### src/rtl/adder_share_if.sv
// Requester-side bus of adder_share_ctrl: two request/operand channels plus grant and result.
// The subtract selects sub0/sub1 exist only when ADDER_SUB_EN is defined.
interface adder_share_if #(
  parameter int NIBBLES = 4
);
  localparam int W = 4 * NIBBLES;

  logic         req0;
  logic         req1;
  logic [W-1:0] a0;
  logic [W-1:0] b0;
  logic [W-1:0] a1;
  logic [W-1:0] b1;
  logic         cin0;
  logic         cin1;
`ifdef ADDER_SUB_EN
  logic         sub0;
  logic         sub1;
`endif
  logic         gnt0;
  logic         gnt1;
  logic         busy;
  logic [W-1:0] sum;
  logic         cout;
  logic         done;
  logic         done_id;

`ifdef ADDER_SUB_EN
  modport master (
    output req0, req1, a0, b0, a1, b1, cin0, cin1, sub0, sub1,
    input  gnt0, gnt1, busy, sum, cout, done, done_id
  );

  modport slave (
    input  req0, req1, a0, b0, a1, b1, cin0, cin1, sub0, sub1,
    output gnt0, gnt1, busy, sum, cout, done, done_id
  );
`else
  modport master (
    output req0, req1, a0, b0, a1, b1, cin0, cin1,
    input  gnt0, gnt1, busy, sum, cout, done, done_id
  );

  modport slave (
    input  req0, req1, a0, b0, a1, b1, cin0, cin1,
    output gnt0, gnt1, busy, sum, cout, done, done_id
  );
`endif

endinterface

### src/rtl/adder_share_ctrl.sv
// Time-shares one external 4-bit ripple-carry adder between two requesters, one nibble per cycle.
// Optional feature macro: ADDER_SUB_EN (adds sub0/sub1 and a-b mod 2^W subtraction).
module adder_share_ctrl #(
  parameter int NIBBLES = 4
) (
  input  logic              clk,
  input  logic              rst,
  adder_share_if.slave      bus,
  output logic [3:0]        add_a,
  output logic [3:0]        add_b,
  output logic              add_cin,
  input  logic [3:0]        add_sum,
  input  logic              add_cout
);

  localparam int         W        = 4 * NIBBLES;
  localparam logic [2:0] LAST_IDX = 3'(NIBBLES - 1);

  typedef enum logic [1:0] {
    IDLE = 2'd0,
    RUN  = 2'd1,
    DONE = 2'd2
  } state_t;

  state_t       state_r;
  logic [W-1:0] a_r;
  logic [W-1:0] b_r;
  logic [W-1:0] res_r;
  logic [2:0]   idx_r;
  logic         carry_r;
  logic         sub_r;
  logic         owner_r;
  logic         last_r;
  logic         gnt0_r;
  logic         gnt1_r;
  logic         busy_r;
  logic [W-1:0] sum_r;
  logic         cout_r;
  logic         done_r;
  logic         done_id_r;

  logic         take_s;
  logic         win_s;
  logic         sub_s;
  logic [3:0]   b_nib_s;
  logic [W-1:0] res_next_s;

  function automatic logic [3:0] get_nibble(input logic [W-1:0] vec, input logic [2:0] idx);
    get_nibble = 4'(vec >> {idx, 2'b00});
  endfunction

  function automatic logic [W-1:0] put_nibble(input logic [W-1:0] vec, input logic [2:0] idx,
                                              input logic [3:0] nib);
    put_nibble = (vec & ~(W'(4'hF) << {idx, 2'b00})) | (W'(nib) << {idx, 2'b00});
  endfunction

  // Arbitration: a lone request wins; on a tie the requester not served last wins.
  always_comb begin
    take_s = bus.req0 | bus.req1;
    if (bus.req0 && bus.req1) begin
      win_s = ~last_r;
    end else if (bus.req1) begin
      win_s = 1'b1;
    end else begin
      win_s = 1'b0;
    end
`ifdef ADDER_SUB_EN
    sub_s = win_s ? bus.sub1 : bus.sub0;
`else
    sub_s = 1'b0;
`endif
  end

  // Adder drive: current nibble of the latched operands while running, zero otherwise.
  always_comb begin
    b_nib_s = get_nibble(b_r, idx_r);
    if (state_r == RUN) begin
      add_a   = get_nibble(a_r, idx_r);
      add_b   = sub_r ? ~b_nib_s : b_nib_s;
      add_cin = carry_r;
    end else begin
      add_a   = 4'h0;
      add_b   = 4'h0;
      add_cin = 1'b0;
    end
  end

  // Result with the current nibble's adder sum merged in.
  always_comb begin
    res_next_s = put_nibble(res_r, idx_r, add_sum);
  end

  // Sequencer: accept in IDLE/DONE, walk the nibbles in RUN, publish the result into DONE.
  always_ff @(posedge clk) begin
    if (rst) begin
      state_r   <= IDLE;
      a_r       <= '0;
      b_r       <= '0;
      res_r     <= '0;
      idx_r     <= 3'd0;
      carry_r   <= 1'b0;
      sub_r     <= 1'b0;
      owner_r   <= 1'b0;
      last_r    <= 1'b1;
      gnt0_r    <= 1'b0;
      gnt1_r    <= 1'b0;
      busy_r    <= 1'b0;
      sum_r     <= '0;
      cout_r    <= 1'b0;
      done_r    <= 1'b0;
      done_id_r <= 1'b0;
    end else begin
      gnt0_r <= 1'b0;
      gnt1_r <= 1'b0;
      done_r <= 1'b0;
      case (state_r)
        IDLE, DONE: begin
          if (take_s) begin
            a_r     <= win_s ? bus.a1 : bus.a0;
            b_r     <= win_s ? bus.b1 : bus.b0;
            // The carry register doubles as the nibble-0 carry-in; subtraction forces it to 1.
            carry_r <= sub_s ? 1'b1 : (win_s ? bus.cin1 : bus.cin0);
            sub_r   <= sub_s;
            owner_r <= win_s;
            last_r  <= win_s;
            idx_r   <= 3'd0;
            gnt0_r  <= ~win_s;
            gnt1_r  <= win_s;
            busy_r  <= 1'b1;
            state_r <= RUN;
          end else begin
            busy_r  <= 1'b0;
            state_r <= IDLE;
          end
        end
        RUN: begin
          res_r   <= res_next_s;
          carry_r <= add_cout;
          if (idx_r == LAST_IDX) begin
            sum_r     <= res_next_s;
            cout_r    <= add_cout;
            done_id_r <= owner_r;
            done_r    <= 1'b1;
            busy_r    <= 1'b0;
            state_r   <= DONE;
          end else begin
            idx_r   <= idx_r + 3'd1;
            state_r <= RUN;
          end
        end
        default: begin
          busy_r  <= 1'b0;
          state_r <= IDLE;
        end
      endcase
    end
  end

  assign bus.gnt0    = gnt0_r;
  assign bus.gnt1    = gnt1_r;
  assign bus.busy    = busy_r;
  assign bus.sum     = sum_r;
  assign bus.cout    = cout_r;
  assign bus.done    = done_r;
  assign bus.done_id = done_id_r;

endmodule
### src/flat_wrapper.sv
// flat-port wrapper written by rule: the top's interface ports become plain ports
module adder_share_ctrl_flat 
#(
  parameter int NIBBLES = 4
)
  (clk, rst, add_a, add_b, add_cin, add_sum, add_cout, bus_req0, bus_req1, bus_a0, bus_b0, bus_a1, bus_b1, bus_cin0, bus_cin1, bus_gnt0, bus_gnt1, bus_busy, bus_sum, bus_cout, bus_done, bus_done_id);
  adder_share_if #(.NIBBLES(NIBBLES)) bus_i ();
  input  logic clk;
  input  logic rst;
  output logic [3:0] add_a;
  output logic [3:0] add_b;
  output logic add_cin;
  input  logic [3:0] add_sum;
  input  logic add_cout;
  input wire logic [$bits(bus_i.req0)-1:0] bus_req0;
  input wire logic [$bits(bus_i.req1)-1:0] bus_req1;
  input wire logic [$bits(bus_i.a0)-1:0] bus_a0;
  input wire logic [$bits(bus_i.b0)-1:0] bus_b0;
  input wire logic [$bits(bus_i.a1)-1:0] bus_a1;
  input wire logic [$bits(bus_i.b1)-1:0] bus_b1;
  input wire logic [$bits(bus_i.cin0)-1:0] bus_cin0;
  input wire logic [$bits(bus_i.cin1)-1:0] bus_cin1;
  output wire logic [$bits(bus_i.gnt0)-1:0] bus_gnt0;
  output wire logic [$bits(bus_i.gnt1)-1:0] bus_gnt1;
  output wire logic [$bits(bus_i.busy)-1:0] bus_busy;
  output wire logic [$bits(bus_i.sum)-1:0] bus_sum;
  output wire logic [$bits(bus_i.cout)-1:0] bus_cout;
  output wire logic [$bits(bus_i.done)-1:0] bus_done;
  output wire logic [$bits(bus_i.done_id)-1:0] bus_done_id;
  assign bus_i.req0 = bus_req0;
  assign bus_i.req1 = bus_req1;
  assign bus_i.a0 = bus_a0;
  assign bus_i.b0 = bus_b0;
  assign bus_i.a1 = bus_a1;
  assign bus_i.b1 = bus_b1;
  assign bus_i.cin0 = bus_cin0;
  assign bus_i.cin1 = bus_cin1;
  assign bus_gnt0 = bus_i.gnt0;
  assign bus_gnt1 = bus_i.gnt1;
  assign bus_busy = bus_i.busy;
  assign bus_sum = bus_i.sum;
  assign bus_cout = bus_i.cout;
  assign bus_done = bus_i.done;
  assign bus_done_id = bus_i.done_id;
  adder_share_ctrl #(.NIBBLES(NIBBLES)) u_core (.clk(clk), .rst(rst), .bus(bus_i), .add_a(add_a), .add_b(add_b), .add_cin(add_cin), .add_sum(add_sum), .add_cout(add_cout));
endmodule
### config.mk
export PLATFORM = sky130hd
export DESIGN_NAME = adder_share_ctrl_flat
export DESIGN_NICKNAME = d
export VERILOG_FILES = /design/src/rtl/adder_share_if.sv /design/src/rtl/adder_share_ctrl.sv /design/src/flat_wrapper.sv
export SDC_FILE = /design/constraint.sdc
export NUM_CORES = 1
export LEC_CHECK = 0
export ABC_AREA = 0
export CAP_MARGIN = 20
export CELL_PAD_IN_SITES_DETAIL_PLACEMENT = 0
export CELL_PAD_IN_SITES_GLOBAL_PLACEMENT = 1
export CORE_MARGIN = 2
export CORE_UTILIZATION = 37
export DETAILED_ROUTE_END_ITERATION = 16
export PLACE_DENSITY = 0.82
export SYNTH_ARGS = -nofsm -noshare
export SYNTH_HDL_FRONTEND = slang
export SYNTH_SLANG_ARGS = --single-unit
### constraint.sdc
create_clock -name clk -period 3.3 [get_ports clk]
set_clock_uncertainty 0.05 [all_clocks]
set_input_delay 0.66 -clock clk [delete_from_list [all_inputs] [get_ports clk]]
set_output_delay 0.66 -clock clk [all_outputs]
set_load 0.01 [all_outputs]
==> flow_metrics.tcl <==
set metrics [dict create \
    run_status "completed" \
    critical_path.slowest_cell "dfxtp_1" \
    initial_utilization 0.378 \
    cts_tree "built" \
    chipWidth_um 101 \
    post_route_clock_period_utilization 0.884 \
    crit_arrival_ns 2.21 \
    grt_pass1_wl_mm 15.1 \
    totalWireLength_mm 9.27 \
    grt_overflow 0 \
    detail_route.first_pass.iterations 4 \
    rsz0062_at_grt "no" \
    synth.top_cells.by_area "dfxtp_1, a211oi_1, nor2_1" \
    die_height_um 101 \
    fmax_mhz 343 \
    avgRoutedWirePerCell_um 15.4 \
    synth_area_per_cell_um2 8.63 \
    layout.cells.non_filler 601 \
    clkLatencyLatePin_ns 0.34 \
    endpoint_kind "output port" \
    post-cts-setup-buffers 0 \
    gr_layer_usage_met3 0.0673 \
    die_area_um2 10200 \
    layout.cell_area.non_filler_um2 4700 \
    finalCoreUtilization 0.511 \
    worstMarginPinSlew_ns 1.03 \
    startpoint_kind_of_the_worst_setup_timing_path "register" \
    postSynthNetCount 483 \
    timing.rr.start "u_core.idx_r[1]" \
    cts_root_buf "clkbuf_8" \
    finalWorstSetupSlack_ns 0.382 \
    min-delay-start "u_core.bus.sum[13]" \
    p_total_mw 2.08 \
    worst_case_headroom_to_the_max_slew_limit 0.314 \
    dp.cells 585 \
    leading_cell_type_by_number_of_instances_after_synthesis "dfxtp_1" \
    max-cap-violations 0 \
    cts.clk_slew.worst_paths_ns 0.07 \
    global_route.usage.total 0.187 \
    yosysWarningCount 0 \
    hold_viol_final 0 \
    ff2ff_setup_slack_ns 0.73 \
    synthesized_netlist_cell_count 403 \
    final_antenna_net_count 0 \
    powerDensity_nw_per_um2 441 \
    min_path_cells 2 \
    synth_enable_flop_cells 0 \
    synth-seq-area-share 0.426 \
    setup.worst_path.start "u_core.idx_r[1]" \
    grt_start_max_net_pins 58 \
    grt_pass1_vias 3198 \
    io_buffer_count 105 \
    post-route-drc-count 0 \
    critical_path.reg2reg.endpoint "u_core.bus.sum[11]" \
    core_area_um2 9200 \
    detailedRoute.firstIterationViolations 98 \
    ys_dominant_reg_cell "dfxtp_1" \
    yosysUniqueCellTypes 41 \
    final_nets 565 \
    critPathMaxStageDelay_ns 0.78 \
    rows 35 \
    antenna_cells_inserted 0 \
    dp_worst_setup_slack_ns 0.719 \
    holdPathEnd "u_core.bus.sum[13]" \
    cts.sinks 74 \
    ir_worst_vdd_v 0.000162 \
    detailroute.via_count 3240 \
    cts-hold-fix-buffers 0 \
    cp_cell_sequence "mux4_2 > and3_1 > clkdlybuf4s50_1" \
    netlist.top_cell.by_area "dfxtp_1" \
    busiest_layer "met2" \
    initial_antenna_violation_count 0 \
    p_leak_nw 1.79 \
    synthesis.area_um2 3480 \
    timing.reg2reg.worst_path_depth 5 \
    critPathRequiredTime_ns 2.59 \
    use_met2 0.311 \
    num_io_pins 106 \
    timing.hold.ws_ns 0.403 \
    synthDominantCellAreaShare 0.426 \
    numCtsBuffers 9 \
    detailed_placement_wirelength_estimate_mm 6.29 \
    ctsResizeCount 0 \
    drive_above_1_share 0.0653 \
    synth_async_reset_ratio 0 \
    hp-class "reg -> reg" \
    final-setup-viol-count 0 \
    syn2layout_area_growth_pct 35.1 \
    totalNegativeSetupSlack_ns 0 \
    top_fanout_value_on_the_critical_path 16 \
    post_dp_cell_area_um2 4520 \
    clock_tree.htree_level_count 3 \
    vias_per_cell 5.39 \
    path_class "reg -> out" \
    ctsLongestPathBuffers 2 \
    min_period_ns 2.92 \
    synth.cells.most_frequent "dfxtp_1, nor2_1, a21oi_1, nand2_1, a211oi_1" \
    last_weighted_congestion_value_of_the_routability_driven_placer 0.763 \
    ys_seq_elements 74 \
    grt.met1_usage 0.223 \
    final-max-slew-violation-count 0 \
]
area by class of cell:
class | count | area, µm²
inverter | 3 | 11.3
timing repair buffer | 114 | 1110
sequential | 74 | 1480
tap | 111 | 139
clock inverter | 3 | 40.0
fill | 932 | 4500
clock buffer | 13 | 139
multi-input combinational | 283 | 1780
sequential cells by signal, indices dropped and copies added, names as in the netlist, 2 cells and up:
register / flops
u_core.b_r: 16
u_core.res_r: 12
u_core.bus.sum: 16
u_core.idx_r: 3
u_core.state_r: 2
u_core.a_r: 16
worst max-delay path by stage:
stage | end | slack [ns] | cells after the start
3_3_place_gp | add_a[2] | 0.76 | 3
4_1_cts | add_b[3] | 0.34 | 3
2_1_floorplan | add_a[1] | 1.23 | 3
3_5_place_dp | u_core.bus.sum[11] | 0.72 | 5
6_report | add_a[2] | 0.38 | 3
5_1_grt | add_a[2] | 0.26 | 3
logic make-up after synthesis:
| kind of cell | synth area share |
|---|---|
| flip-flops | 0.426 |
| adder cells (fa/ha/maj) | 0.0180 |
| multiplexers | 0.0611 |
| buffers and inverters | 0.0636 |
| AO/OA/AOI/OAI | 0.213 |
| AND/OR/NAND/NOR | 0.219 |
metal layers:
layer,up-vias,part of all wire
met2,93,0.46
met4,0,0.018
met3,18,0.076
met1,1508,0.44
li1,1621,-
met5,-,0
cells in the final DEF (no fill, tap or decap), types with 2 or more instances in the layout:
cell / netlist / final
nor2_1: 61 / 61
clkinv_2: 0 / 2
and3_1: 8 / 8
nand3_1: 5 / 5
a21oi_1: 41 / 41
nand2_1: 41 / 41
and3b_1: 2 / 2
nor3b_1: 3 / 3
clkbuf_8: 0 / 9
ha_1: 5 / 5
inv_1: 3 / 3
a211oi_1: 32 / 32
nor3_1: 27 / 27
dfxtp_1: 74 / 74
clkdlybuf4s50_1: 0 / 104
mux4_1: 6 / 6
a221oi_1: 24 / 24
clkbuf_1: 16 / 4
buf_4: 4 / 9
mux4_2: 2 / 2
nand2b_1: 6 / 6
a211o_1: 2 / 2
critical path, delay by kind of cell, from the launching register on:
| kind | cells | cell delay, ns |
|---|---|---|
| and+or+nand+nor | 1 | 0.20 |
| buffers and inverters | 1 | 0.48 |
| muxes | 1 | 0.40 |
| DFF | 1 | 0.78 |
power breakdown:
| part | total, mW | switching (mW) | internal (mW) |
|---|---|---|---|
| clock network | 0.667 | 0.318 | 0.348 |
| logic | 0.411 | 0.199 | 0.212 |
| registers | 0.998 | 0.0390 | 0.959 |
No activity file was read; power rests on OpenSTA's default activity.
